==> src/rtl/wb_uart_rx_pkg.sv <==
// Shared definitions for the Wishbone UART receiver: register offsets,
// STATUS bit positions, receiver FSM states and divisor helper.
package wb_uart_rx_pkg;

  // Register select values for addr[3:2]; also used by the transmit block.
  localparam logic [1:0] REG_RXDATA  = 2'd0;
  localparam logic [1:0] REG_STATUS  = 2'd1;
  localparam logic [1:0] REG_DIVISOR = 2'd2;

  localparam int unsigned ST_NEMPTY    = 0;
  localparam int unsigned ST_FULL      = 1;
  localparam int unsigned ST_OVR       = 2;
  localparam int unsigned ST_FERR      = 3;
  localparam int unsigned ST_COUNT_LSB = 8;
  localparam int unsigned RXD_VALID    = 8;

  typedef enum logic [1:0] {
    RX_IDLE,
    RX_START,
    RX_DATA,
    RX_STOP
  } rx_state_e;

  // A programmed divisor of 0 behaves as 1.
  function automatic logic [15:0] eff_div(input logic [15:0] d);
    return (d == 16'd0) ? 16'd1 : d;
  endfunction

endpackage

==> src/rtl/uart_rx_fifo.sv <==
// Synchronous byte FIFO for the UART receiver. Reset clears the pointers
// and count only; storage is left untouched.
module uart_rx_fifo #(
  parameter int unsigned DEPTH = 8,
  localparam int unsigned AW = $clog2(DEPTH),
  localparam int unsigned CW = AW + 1
) (
  input  logic          clk_i,
  input  logic          rst_i,
  input  logic          push_i,
  input  logic [7:0]    data_i,
  input  logic          pop_i,
  output logic [7:0]    data_o,
  output logic          full_o,
  output logic          empty_o,
  output logic [CW-1:0] count_o
);

  logic [7:0]    mem_q [DEPTH];
  logic [AW-1:0] wr_ptr_q, wr_ptr_d;
  logic [AW-1:0] rd_ptr_q, rd_ptr_d;
  logic [CW-1:0] count_q, count_d;
  logic          do_push, do_pop;

  assign full_o  = (count_q == CW'(DEPTH));
  assign empty_o = (count_q == '0);
  assign count_o = count_q;
  assign data_o  = mem_q[rd_ptr_q];

  // A pop frees the slot, so a push alongside it is accepted even when full.
  assign do_pop  = pop_i && !empty_o;
  assign do_push = push_i && (!full_o || do_pop);

  always_comb begin
    wr_ptr_d = wr_ptr_q;
    rd_ptr_d = rd_ptr_q;
    count_d  = count_q;
    if (do_push) wr_ptr_d = wr_ptr_q + AW'(1);
    if (do_pop)  rd_ptr_d = rd_ptr_q + AW'(1);
    if (do_push && !do_pop)      count_d = count_q + CW'(1);
    else if (do_pop && !do_push) count_d = count_q - CW'(1);
  end

  always_ff @(posedge clk_i) begin
    if (rst_i) begin
      wr_ptr_q <= '0;
      rd_ptr_q <= '0;
      count_q  <= '0;
    end else begin
      wr_ptr_q <= wr_ptr_d;
      rd_ptr_q <= rd_ptr_d;
      count_q  <= count_d;
    end
  end

  always_ff @(posedge clk_i) begin
    if (do_push) mem_q[wr_ptr_q] <= data_i;
  end

endmodule

==> src/rtl/wb_uart_rx.sv <==
// Wishbone-slave 8N1 UART receiver with programmable bit period, RX FIFO,
// sticky overrun/framing flags and a level interrupt while data waits.
module wb_uart_rx
  import wb_uart_rx_pkg::*;
#(
  parameter int unsigned WB_DATA_WIDTH = 32,
  parameter int unsigned WB_ADDR_WIDTH = 32,
  parameter int unsigned FIFO_DEPTH    = 8,
  parameter logic [15:0] DEFAULT_DIV   = 16'd867
) (
  input  logic                     clk_i,
  input  logic                     rst_i,
  input  logic [WB_ADDR_WIDTH-1:0] wb_addr_i,
  input  logic [WB_DATA_WIDTH-1:0] wb_data_i,
  input  logic [3:0]               wb_sel_i,
  input  logic                     wb_we_i,
  input  logic                     wb_cyc_i,
  input  logic                     wb_stb_i,
  output logic                     wb_ack_o,
  output logic [WB_DATA_WIDTH-1:0] wb_data_o,
  input  logic                     uart_rx_i,
  output logic                     rx_irq_o
);

  localparam int unsigned CW = $clog2(FIFO_DEPTH) + 1;

  logic                     meta_q, rxs_q;
  rx_state_e                state_q, state_d;
  logic [15:0]              cnt_q, cnt_d;
  logic [2:0]               bitn_q, bitn_d;
  logic [7:0]               shreg_q, shreg_d;
  logic [15:0]              div_q, div_d, div_eff;
  logic                     ovr_q, ovr_d;
  logic                     ferr_q, ferr_d;
  logic                     ack_q, ack_d;
  logic [WB_DATA_WIDTH-1:0] rdata_q, rdata_d;
  logic                     irq_q;

  logic                     push_req, ferr_set;
  logic                     req, pop, clr_ovr, clr_ferr, div_we;
  logic [1:0]               reg_sel;
  logic [WB_DATA_WIDTH-1:0] rd_val;
  logic [7:0]               fifo_rdata;
  logic                     fifo_full, fifo_empty;
  logic [CW-1:0]            fifo_count;
  logic                     unused_bits;

  assign unused_bits = ^{wb_sel_i, wb_addr_i[WB_ADDR_WIDTH-1:4], wb_addr_i[1:0],
                         wb_data_i[WB_DATA_WIDTH-1:16]};

  assign wb_ack_o  = ack_q;
  assign wb_data_o = rdata_q;
  assign rx_irq_o  = irq_q;
  assign div_eff   = eff_div(div_q);

  always_ff @(posedge clk_i) begin
    if (rst_i) begin
      meta_q <= 1'b1;
      rxs_q  <= 1'b1;
    end else begin
      meta_q <= uart_rx_i;
      rxs_q  <= meta_q;
    end
  end

  always_comb begin
    state_d  = state_q;
    cnt_d    = cnt_q;
    bitn_d   = bitn_q;
    shreg_d  = shreg_q;
    push_req = 1'b0;
    ferr_set = 1'b0;
    unique case (state_q)
      RX_IDLE: begin
        if (!rxs_q) begin
          state_d = RX_START;
          cnt_d   = div_eff >> 1;
        end
      end
      RX_START: begin
        if (cnt_q != 16'd0) begin
          cnt_d = cnt_q - 16'd1;
        end else if (!rxs_q) begin
          state_d = RX_DATA;
          cnt_d   = div_eff;
          bitn_d  = 3'd0;
        end else begin
          state_d = RX_IDLE;
        end
      end
      RX_DATA: begin
        if (cnt_q != 16'd0) begin
          cnt_d = cnt_q - 16'd1;
        end else begin
          shreg_d = {rxs_q, shreg_q[7:1]};
          cnt_d   = div_eff;
          if (bitn_q == 3'd7) state_d = RX_STOP;
          else                bitn_d  = bitn_q + 3'd1;
        end
      end
      RX_STOP: begin
        if (cnt_q != 16'd0) begin
          cnt_d = cnt_q - 16'd1;
        end else begin
          state_d  = RX_IDLE;
          push_req = rxs_q;
          ferr_set = !rxs_q;
        end
      end
      default: state_d = RX_IDLE;
    endcase
  end

  always_ff @(posedge clk_i) begin
    if (rst_i) begin
      state_q <= RX_IDLE;
      cnt_q   <= '0;
      bitn_q  <= '0;
      shreg_q <= '0;
    end else begin
      state_q <= state_d;
      cnt_q   <= cnt_d;
      bitn_q  <= bitn_d;
      shreg_q <= shreg_d;
    end
  end

  uart_rx_fifo #(
    .DEPTH(FIFO_DEPTH)
  ) u_fifo (
    .clk_i  (clk_i),
    .rst_i  (rst_i),
    .push_i (push_req),
    .data_i (shreg_d),
    .pop_i  (pop),
    .data_o (fifo_rdata),
    .full_o (fifo_full),
    .empty_o(fifo_empty),
    .count_o(fifo_count)
  );

  // Side effects are committed on the edge that raises ack, so they land
  // exactly once per acknowledged access.
  always_comb begin
    req      = wb_cyc_i && wb_stb_i && !ack_q;
    reg_sel  = wb_addr_i[3:2];
    rd_val   = '0;
    unique case (reg_sel)
      REG_RXDATA: begin
        if (!fifo_empty) begin
          rd_val[RXD_VALID] = 1'b1;
          rd_val[7:0]       = fifo_rdata;
        end
      end
      REG_STATUS: begin
        rd_val[ST_NEMPTY]            = !fifo_empty;
        rd_val[ST_FULL]              = fifo_full;
        rd_val[ST_OVR]               = ovr_q;
        rd_val[ST_FERR]              = ferr_q;
        rd_val[ST_COUNT_LSB +: 8]    = 8'(fifo_count);
      end
      REG_DIVISOR: rd_val[15:0] = div_q;
      default:     rd_val = '0;
    endcase
    pop      = req && !wb_we_i && (reg_sel == REG_RXDATA) && !fifo_empty;
    clr_ovr  = req && wb_we_i && (reg_sel == REG_STATUS) && wb_data_i[ST_OVR];
    clr_ferr = req && wb_we_i && (reg_sel == REG_STATUS) && wb_data_i[ST_FERR];
    div_we   = req && wb_we_i && (reg_sel == REG_DIVISOR);
    ack_d    = req;
    rdata_d  = (req && !wb_we_i) ? rd_val : '0;
    div_d    = div_we ? wb_data_i[15:0] : div_q;
    ovr_d    = (push_req && fifo_full && !pop) || (ovr_q && !clr_ovr);
    ferr_d   = ferr_set || (ferr_q && !clr_ferr);
  end

  always_ff @(posedge clk_i) begin
    if (rst_i) begin
      ack_q   <= 1'b0;
      rdata_q <= '0;
      div_q   <= DEFAULT_DIV;
      ovr_q   <= 1'b0;
      ferr_q  <= 1'b0;
      irq_q   <= 1'b0;
    end else begin
      ack_q   <= ack_d;
      rdata_q <= rdata_d;
      div_q   <= div_d;
      ovr_q   <= ovr_d;
      ferr_q  <= ferr_d;
      irq_q   <= !fifo_empty;
    end
  end

endmodule

==> config.mk <==
export PLATFORM = sky130hd
export DESIGN_NAME = wb_uart_rx
export DESIGN_NICKNAME = d
export VERILOG_FILES = /design/src/rtl/wb_uart_rx_pkg.sv /design/src/rtl/uart_rx_fifo.sv /design/src/rtl/wb_uart_rx.sv
export SDC_FILE = /design/constraint.sdc
export NUM_CORES = 1
export LEC_CHECK = 0
export ABC_AREA = 1
export CORE_MARGIN = 2
export CORE_UTILIZATION = 50
export CTS_CLUSTER_DIAMETER = 40
export DETAILED_ROUTE_END_ITERATION = 10
export DONT_BUFFER_PORTS = 1
export PLACE_DENSITY = 0.71
export SLEW_MARGIN = 40
export SYNTH_ARGS = -nofsm -noshare
export SYNTH_HDL_FRONTEND = slang
export SYNTH_SLANG_ARGS = --single-unit
==> constraint.sdc <==
create_clock -name clk_i -period 5.83 [get_ports clk_i]
set_clock_uncertainty 0.1 [all_clocks]
set_input_delay 1.166 -clock clk_i [delete_from_list [all_inputs] [get_ports clk_i]]
set_output_delay 1.166 -clock clk_i [all_outputs]
set_load 0.02 [all_outputs]
==> metrics.md <==
| Metric | Value |
|---|---|
| Critical Path, Cell by Cell | nand2_1 > nor2_2 > inv_1 > or2_1 > nor2_4 > nor2_4 > nor2_8 > ha_1 > inv_1 > ha_1 > nand2_1 > nand2_1 > a21oi_1 > nor2_1 > nor2_1 > nand2_1 > o21ai_0 > a21oi_1 |
| Vias per inst | 5.48 |
| CTS max path bufs | 2 |
| N_diodes | 0 |
| Total Routed Length | 16100 um |
| GP Congestion | 0.909 |
| GRT Resource Usage Total | 22.6% |
| Clock tree sinks | 144 |
| Post-synthesis compound-gate area fraction | 15.0% |
| Grt total ovfl | 0 |
| Largest net degree at the start of global routing | 38 |
| Reg-to-Reg End | u_fifo.count_o[3] |
| Adder-cell area share of the yosys netlist | 3.52% |
| Clock transition at path regs | 60 ps |
| Pre-CTS WS | 2210 ps |
| Worst-Skew Late Latency | 430 ps |
| Layout fillers | 1207 |
| Fraction of synthesized area in multiplexers | 0.144% |
| Worst Hold Margin | 309 ps |
| Mapped Avg Cell Area | 8.46 sq um |
| Most common cell after layout, fill and taps aside | nand2_1 |
| H-tree levels | 4 |
| Reg2reg path depth | 16 |
| Hold Path Sink | rxs_q |
| Post-CTS Setup Bufs | 0 |
| CTS Buf Count | 17 |
| Via count | 5517 |
| Final setup viols | 0 |
| PortBufs | 0 |
| P per Cell Area | 429 nW/um^2 |
| RSZ-0062 raised after global routing | false |
| Final WS setup | 2580 ps |
| P_leak | 0.00304 uW |
| CTS tree | built |
| Worst hold path class | flop to flop |
| Drt first pass iters | 4 |
| Worst reg2reg path startpoint | state_q[0] |
| Worst setup EP type | flop |
| Power Total | 3280 uW |
| Setup TNS | 0 ps |
| #FFs+latches synth | 144 |
| Commonest non-fill, non-tap cells in the layout | 173 x nand2_1, 86 x inv_1, 80 x a21oi_1, 80 x dfxtp_1, 75 x nor2_1 |
| Die X | 122 um |
| VDD IR-drop max | 0.209 mV |
| Synth Area in Simple Gates | 20.5% |
| Critical Setup Path Class | input pin to flop |
| CP bufs+invs | 2 |
| CTS root buf | clkbuf_16 |
| Remaining routing DRC violations | 0 |
| WP depth | 18 |
| Main combinational cell family by area after synthesis | simple AND/OR/NAND/NOR gates |
| Critical Path Slowest Stage Cell | ha_1 |
| Most used cell, CP | nand2_1 |
| Global-route wire length before repair | 25300 um |
| Worst-path fanout max | 8 |
| R2R Setup Slk | 2660 ps |
| Least-Margin Pin Slew | 805 ps |
| Startpoint Class | input pin |
| CP Data Required Time | 6040 ps |
| Layout cells sized above 1 | 7.98% |
| Max-Slew Margin vs Limit | 46.1% |
| Initial Util | 50.7% |
| Delay-heaviest family, CP | simple AND/OR/NAND/NOR gates |
| Period utilization | 55.8% |
| Worst hold stages | 1 |
| XOR/XNOR Fraction of Synth Area | 1.51% |
| Iteration-0 DRC Markers | 452 |
| Slew Limit Fails | 0 |
| Crit path time final | 3250 ps |
| Core Area | 13700 sq um |
| I/O pins | 108 |
| Layout Area Growth over Synthesis | 10.0% |
| Status | complete, no violations |
| Row count | 43 |
| WL per Instance | 16.0 um |
| Post-Syn Area | 6960 sq um |
| Die footprint | 14900 sq um |
| Max Clock Freq | 307 MHz |
| Vert. Die Dim | 122 um |
| Dpl hpwl | 10900 um |
| Final-report hold violation count | 0 |
| ANT nets after route | 0 |
| Synth unique cells | 45 |
| Vias in the first global route | 4857 |
| Critical path's largest stage delay | 280 ps |
| Mapped Cells | 823 |
| Cts hold-fix bufs | 0 |
| PostCTS Resize Cnt | 0 |
| Synth Warn # | 0 |
| Final #Nets | 907 |
| Sequential-to-total area share from yosys stat | 50.6% |
| Max-cap viol count | 0 |
| Worst path arrival time | 3460 ps |
| Initial antenna violation count | 0 |
| Critical hold path startpoint | meta_q |
==> sequential cells by signal, indices dropped and copies added, names as in the netlist, named ones only <==
name	cells
bitn_q	3
cnt_q	16
div_q	16
ferr_q	1
meta_q	1
ovr_q	1
rx_irq_o	1
rxs_q	1
shreg_q	8
state_q	1
u_fifo.count_o	4
u_fifo.mem_q	64
u_fifo.rd_ptr_q	3
u_fifo.wr_ptr_q	3
wb_ack_o	1
wb_data_o	16
==> cells in the mapped netlist (all sizes together) <==
cell type / number / area share [%]
xnor2: 5 / 0.63
nand2: 176 / 9.6
xor2: 7 / 0.88
inv: 91 / 4.9
a221oi: 1 / 0.13
nor2: 88 / 5.9
o21bai: 3 / 0.32
and3: 1 / 0.090
o211ai: 12 / 1.3
o21a: 2 / 0.22
a32oi: 4 / 0.50
a31oi: 4 / 0.36
nor3: 17 / 1.3
buf: 23 / 2.4
o221ai: 2 / 0.25
a22oi: 5 / 0.54
fa: 1 / 0.29
or2: 5 / 0.45
o22ai: 5 / 0.45
o211a: 1 / 0.14
nand3: 30 / 2.4
mux2i: 1 / 0.14
a21oi: 80 / 5.8
a211oi: 8 / 0.93
nand4: 8 / 0.72
edfxtp: 64 / 28
clkbuf: 25 / 1.3
o21ai: 55 / 4.1
conb: 1 / 0.054
dfxtp: 80 / 23
ha: 18 / 3.2
==> worst max-delay path by stage <==
stage | startpoint | endpoint
global placement | wb_cyc_i | u_fifo.count_o[3]
global route | wb_cyc_i | u_fifo.count_o[3]
CTS | wb_cyc_i | u_fifo.count_o[3]
floorplan | wb_cyc_i | u_fifo.count_o[3]
detailed placement | wb_cyc_i | u_fifo.count_o[3]
finish | wb_cyc_i | u_fifo.count_o[3]
==> cell families (layout without fill, tap and decap cells) <==
logic type,Yosys count,after routing
AND/OR/NAND/NOR,325,325
AO/OA/AOI/OAI,182,182
flip-flops,144,144
buffers and inverters,139,128
adder cells (fa/ha/maj),19,19
XOR/XNOR,12,12
other,1,16
multiplexers,1,1
==> through the flow <==
step / cell area, sq um / instances / utilization (%)
floorplan: 7020 / 838 / -
global placement: 7040 / 975 / 51.3
detailed placement: 7060 / 975 / 51.4
CTS: 7650 / 1007 / 55.7
global route: 7650 / 1007 / 55.8
finish: 7650 / 1007 / 55.8
==> metal layers <==
layer,vias to the layer above,routed length (um),track usage (%)
met5,-,0,0
met2,221,7280,33.4
li1,2709,-,-
met3,34,1320,5.43
met4,0,421,9.77
met1,2553,7090,31.7
==> report_power, final <==
part | switching [uW] | total [uW] | internal, uW
Combinational | 701 | 1020 | 322
Sequential | 54.4 | 1180 | 1120
Clock | 403 | 1090 | 682
==> area by class of cell <==
cell class | instances | area, sq um | area share, %
clock buffers | 22 | 454 | 5.93
clock inverters | 10 | 136 | 1.78
flip-flops and latches | 144 | 3520 | 46.0
multi-input cells | 555 | 2940 | 38.4
inverters | 91 | 342 | 4.46
repair buffers | 5 | 37.5 | 0.490
well taps | 180 | 225 | 2.94
(Power assumes the default switching activity.)
